==> config.mk <==
export PLATFORM = sky130hd
export DESIGN_NAME = vector_serializer
export DESIGN_NICKNAME = d
export VERILOG_FILES = /design/src/rtl/vector_serializer_pkg.sv /design/src/rtl/vector_serializer.sv
export SDC_FILE = /design/constraint.sdc
export NUM_CORES = 1
export LEC_CHECK = 0
export ABC_AREA = 1
export BUFFER_PORTS_ARGS = -buffer_cell sky130_fd_sc_hd__buf_2
export CELL_PAD_IN_SITES_DETAIL_PLACEMENT = 1
export CELL_PAD_IN_SITES_GLOBAL_PLACEMENT = 1
export CORE_MARGIN = 2
export CORE_UTILIZATION = 40
export DETAILED_ROUTE_END_ITERATION = 16
export HOLD_SLACK_MARGIN = 0.08
export PLACE_DENSITY = 0.95
export SKIP_LAST_GASP = 1
export SYNTH_ARGS = -nofsm -noshare
export SYNTH_HDL_FRONTEND = slang
export SYNTH_SLANG_ARGS = --single-unit
==> constraint.sdc <==
create_clock -name clk -period 2.9 [get_ports clk]
set_input_delay 0.29 -clock clk [delete_from_list [all_inputs] [get_ports clk]]
set_output_delay 0.29 -clock clk [all_outputs]
set_load 0.01 [all_outputs]
==> src/rtl/vector_serializer_pkg.sv <==
// Shared definitions for the vector serializer: FSM encoding and the packed
// element-slice convention used by the adder tree.
package vector_serializer_pkg;

    typedef enum logic {
        StIdle = 1'b0,
        StSend = 1'b1
    } state_e;

    // Element j of a packed vector occupies [j*width +: width].
    function automatic int unsigned elem_lsb(int unsigned j, int unsigned width);
        return j * width;
    endfunction

endpackage

==> src/rtl/vector_serializer.sv <==
// Unpacks a packed NUM*WIDTH signed vector and streams its elements out one per
// cycle with valid/ready handshakes on both sides.
module vector_serializer
    import vector_serializer_pkg::*;
#(
    parameter int unsigned NUM   = 2,
    parameter int unsigned WIDTH = 32,
    parameter int unsigned IDXW  = (NUM > 1) ? $clog2(NUM) : 1
) (
    input  logic                 clk,
    input  logic                 rst_n,
    input  logic [NUM*WIDTH-1:0] i_vec,
    input  logic                 i_valid,
    output logic                 i_ready,
    output logic [WIDTH-1:0]     o_data,
    output logic                 o_valid,
    input  logic                 o_ready,
    output logic [IDXW-1:0]      o_idx,
    output logic                 o_last
);

    localparam logic [IDXW-1:0] LastIdx = IDXW'(NUM - 1);

    state_e               state_q, state_d;
    logic [IDXW-1:0]      count_q, count_d;
    logic [NUM*WIDTH-1:0] vec_q, vec_d;
    logic                 in_fire, out_fire;

    always_ff @(posedge clk or negedge rst_n) begin
        if (!rst_n) begin
            state_q <= StIdle;
            count_q <= '0;
            vec_q   <= '0;
        end else begin
            state_q <= state_d;
            count_q <= count_d;
            vec_q   <= vec_d;
        end
    end

    assign o_valid  = (state_q == StSend);
    assign o_idx    = count_q;
    assign o_last   = o_valid && (count_q == LastIdx);
    assign out_fire = o_valid && o_ready;
    // Ready on the final handshake lets a new vector follow with no bubble.
    assign i_ready  = (state_q == StIdle) || (out_fire && o_last);
    assign in_fire  = i_valid && i_ready;

    always_comb begin
        o_data = '0;
        for (int unsigned j = 0; j < NUM; j++) begin
            if (count_q == IDXW'(j)) begin
                o_data = vec_q[elem_lsb(j, WIDTH) +: WIDTH];
            end
        end
    end

    always_comb begin
        state_d = state_q;
        count_d = count_q;
        vec_d   = vec_q;
        unique case (state_q)
            StIdle: begin
                if (in_fire) begin
                    state_d = StSend;
                    count_d = '0;
                    vec_d   = i_vec;
                end
            end
            StSend: begin
                if (out_fire) begin
                    if (!o_last) begin
                        count_d = count_q + IDXW'(1);
                    end else if (in_fire) begin
                        count_d = '0;
                        vec_d   = i_vec;
                    end else begin
                        state_d = StIdle;
                        count_d = '0;
                    end
                end
            end
        endcase
    end

endmodule

## Yosys cells after proc, flatten, opt, wreduce, memory -nomap -nowiden

Index checks and enable logic that the tools add are counted.

| storage, ports and cells | value |
|---|---|
| word-level logic and storage cells | 28 |
| output and inout port bits | 36 |
| register bits after elaboration | 66 |

| cells by class | value |
|---|---|
| $add $sub $neg | 1 |
| equal/unequal tests | 3 |
| muxes and demuxes | 13 |
| bitwise logic cells | 1 |
| reductions and logical operators | 7 |

Operator list:

| kind | number |
|---|---|
| $mux 64 | 3 |
| $pmux 64 s2 | 1 |
| $mux 32 | 1 |
| $mux 1 | 6 |
| $logic_and 1x1->1 | 4 |
| $ne 2x2->1 const B | 2 |
| $pmux 1 s2 | 2 |
| $reduce_and 2->1 | 2 |
| $ne 2x1->1 const B | 1 |
| $add 1x1->1 const B | 1 |
| $logic_or 1x1->1 | 1 |
| $not 1->1 | 1 |

## Depth between registers and ports, before layout

| depth | value |
|---|---|
| depth after elaboration | 8 |
| gate-level depth with buffers | 7 |
| depth with buffers taken out | 5 |

## Least setup slack after synthesis

Ideal clock, no wire load.

| timing path | value |
|---|---|
| path kind | register to output |
| start point | reg count_q, in the netlist o_idx |
| end point | out o_data[0] |
| cell stages (with the launch flop) | 6 |
| path slack | 1.601 ns |
| data arrival time | 1.009 ns |
| cells stage by stage | dfrtp_1 > buf_4 > inv_2 > buf_2 > nand2_1 > nand2_1 |

| on the way | value |
|---|---|
| word-level cells in the longest chain between the ends | 1 |

RTL lines:

| item | line | source |
|---|---|---|
| start, declared | vector_serializer.sv:25 | `logic [IDXW-1:0] count_q, count_d;` |
| start signal, assigned | vector_serializer.sv:36 | `count_q <= count_d;` |
| $mux 32 | vector_serializer.sv:52 | `if (count_q == IDXW'(j)) begin` |
| end, declared | vector_serializer.sv:15 | `output logic [WIDTH-1:0] o_data,` |

No other way between the ends.

## Worst setup path after layout

| timing path | value |
|---|---|
| start point | reg count_q, in the netlist o_idx |
| end point | out i_ready |

| on the way | value |
|---|---|
| word-level cells in the longest chain between the ends | 3 |

RTL lines:

| item | line | source |
|---|---|---|
| $logic_and 1x1->1 | vector_serializer.sv:43 | `assign o_last = o_valid && (count_q == LastIdx);` |
| $logic_and 1x1->1 | vector_serializer.sv:46 | `assign i_ready = (state_q == StIdle) \|\| (out_fire && o_last);` |
| $logic_or 1x1->1 | vector_serializer.sv:46 |  |
| end, declared | vector_serializer.sv:14 | `output logic i_ready,` |

No other way between the ends.

==> implementation parameters <==
Parameter                              Value

Logic synthesis
  Largest cells by area after synthesis    dfrtp_1, nand2_1, nand4_1
  Synthesized netlist net count    470
  Unique cell type count in the Yosys netlist    15
  Number of warnings printed during yosys synthesis    0
  Number of synthesized register bits    66
  Post-synthesis instance area    between 3000 and 4000 µm²
  Mapped Avg Cell Area    between 8 and 9 µm²
  Post-synth top area cell    dfrtp_1
  Gate count of the mapped netlist    approximately 400
  Share of the synthesized area in the top cell type    50.1%
  Sequential area share after synthesis    around half

Pwr
  Worst ir drop on vdd    about 0.57 mV
  Reg power frac    around 40%
  Combinational cell fraction of total power    between 40% and 50%
  Clock group share of total power    ~18%
  PD cells    between 1000 and 1500 nW/µm²
  Cell-internal power    2.35 mW
  Switching share of power    approximately two fifths
  Net switching power of the design    ~1.7 mW
  Static leakage    ~2.2 nW

Critical path
  Required time at the endpoint of the critical path    2.61 ns
  Arrival time of data at the critical path endpoint    between 1.5 and 2 ns
  Crit path max fanout    20
  CP endpoint kind    output pin
  Critical Path Source Type    register
  Path type of the worst setup path    register to output pin

Timing
  Setup repair after global routing missed its margin    no
  Setup TNS Final    0 ns
  Final setup margin    between 0.9 and 1 ns
  Shortest clock period the worst path allows after layout    about 2.0 ns
  Worst slack on hold paths    around 0.21 ns
  Final setup skew    between 0.004 and 0.005 ns
  Tightest Pin Transition    between 0.7 and 0.8 ns
  Maximum frequency from static timing analysis    roughly 510 MHz
  Number of endpoints with negative hold slack in the final report    0
  Setup-violating endpoint count in the final report    0
  Headroom to the max-slew limit    48.7%
  Period utilization    between 60% and 70%
  Count of final max-slew check failures    0

Finish
  Commonest cells after routing, fill and taps aside    nand2_1, buf_2, dfrtp_1
  Layout filler cell count    ~1100
  Most frequent standard cell in the layout excluding fill and tap cells    nand2_1
  Fraction of final layout cells sized beyond drive strength 1    25.7%
  Count of non-filler cells in the finished layout    around 600
  Final antenna diode count    0
  Final net count    between 500 and 600
  Synthesis-to-layout area growth    17.3%

Routing
  DRC    0
  Number of antenna-violating nets in the routed design    0
  Overall routed net length    ~9.3 mm
  Routed WL per cell    between 15 and 20 µm
  TritonRoute pass-1 iters    5
  Ratio of routed vias to standard cells    5.18
  Routed via count    between 3000 and 4000
  Starting DRC count in detailed routing    between 100 and 150

Clock network
  Total number of clock tree sinks    between 60 and 70
  Maximum buffer depth of the clock tree    2
  Clk slew on worst S/H paths    roughly 0.070 ns
  TritonCTS clock tree    done
  Setup Buffers After CTS    0
  Clock tree root driver cell    clkbuf_8
  Later-pin clock latency in the skew report    about 0.33 ns
  Inserted Clock Buffers    9
  Level count of the clock H-tree    3

Place
  Placed insts    about 580
  I/O Buffers    between 100 and 150
  Sum of net half-perimeters after detailed placement    approximately 6.3 mm
  Worst setup timing slack at the placement stage    0.996 ns
  Weighted congestion at the end of routability-driven global placement    roughly 0.86

GRT
  Vias in the first global route    3217
  Maximum number of pins on one net before global-route repair    65
  Number of antenna violations at the first check in global routing    0
  First-pass GRT wire length    around 15 mm
  Overall Global Routing Usage    between 20% and 30%
  Total grt overflow    0

Floorplan
  Die span in y    ~95 µm
  Io pins    approximately 100
  Chip Width    between 90 and 100 µm
  Starting density of the core    40.7%
  Cell row count    33
  Area of the core region    8090 µm²
  Die footprint    8980 µm²

Worst hold path
  Kind of path behind the tightest hold check    input port to register

Job
  Maximum capacitance violations    0

Run status
  Status    completed
==> power by group through the flow <==
stage / Sequential [mW] / Combinational, mW / Clock (mW)
final: 1.63 / 1.71 / 0.717
after global routing: 1.68 / 1.96 / 0.774
after CTS: 1.63 / 1.73 / 0.737
after detailed placement: 1.64 / 1.72 / 0
after global placement: 1.60 / 1.65 / 0
after floorplan: 1.57 / 1.25 / 0
==> cell type report <==
type | count | area, µm² | share of cell area (%)
clock buffers | 14 | 173 | 4.47
clock inverters | 2 | 10.0 | 0.259
inverters | 4 | 15.0 | 0.389
multi-input cells | 298 | 1310 | 34.0
flip-flops and latches | 66 | 1650 | 42.7
well taps | 105 | 131 | 3.40
repair buffers | 110 | 571 | 14.8
==> flip-flops by register name, summed over array words and instances, names as in the netlist <==
| signal | cells |
|---|---|
| vec_q | 64 |
| o_idx | 1 |
| o_valid | 1 |
==> stage by stage <==
| stage | cell area, µm² | util (%) | total power [mW] |
|---|---|---|---|
| floorplan | 3290 | - | 2.81 |
| global placement | 3670 | 45.4 | 3.25 |
| finish | 3860 | 47.7 | 4.05 |
| CTS | 3860 | 47.7 | 4.10 |
| detailed placement | 3670 | 45.4 | 3.36 |
| global route | 3860 | 47.7 | 4.41 |
==> path summary, 6_finish.rpt <==
check                                       from                     to  slack, ns  cells after the start
max in group asynchronous                  rst_n  vec_q[22]$_DFFE_PN0P_       1.39                      3
hold / removal                         i_vec[44]  vec_q[44]$_DFFE_PN0P_       0.21                      3
min in group asynchronous                  rst_n  vec_q[34]$_DFFE_PN0P_       0.57                      2
hold reg to reg            vec_q[57]$_DFFE_PN0P_  vec_q[57]$_DFFE_PN0P_       0.47                      2
setup / recovery               o_idx$_DFFE_PN0P_                i_ready       0.93                      4
setup reg to reg               o_valid$_DFF_PN0_  vec_q[62]$_DFFE_PN0P_       0.94                      4
==> synth_stat cells, drive strengths merged <==
library cell / count
nand2: 229
dfrtp: 66
nand4: 64
buf: 31
inv: 4
clkbuf: 3
o21ai: 3
nand3: 2
==> layer usage <==
layer  wire, µm  global-route usage, %
met2       4660                   37.0
met5          0                      0
met4        146                   7.85
met3        453                   3.03
met1       4010                   28.8
==> worst max-delay path: stages (launching register included) <==
cell     delay [ns]
dfrtp_1        0.39
inv_2          0.25
buf_4          0.31
o21ai_0        0.19
buf_2          0.19
==> cell families (layout without fill, tap and decap cells) <==
kind of cell / count (synthesis) / count (layout) / share of synthesized area [%]
flip-flops: 66 / 66 / 50.1
AND/OR/NAND/NOR: 295 / 295 / 39.4
AO/OA/AOI/OAI: 3 / 3 / 0.456
buffers and inverters: 38 / 130 / 10.0
==> what timing repair did <==
item	4_1_cts	5_1_grt
hold buffers	1	0
gates resized for setup	0	0
hold endpoints to repair	33	0
endpoints found under the setup margin	0	0
Power figures use the tool's default switching activity.
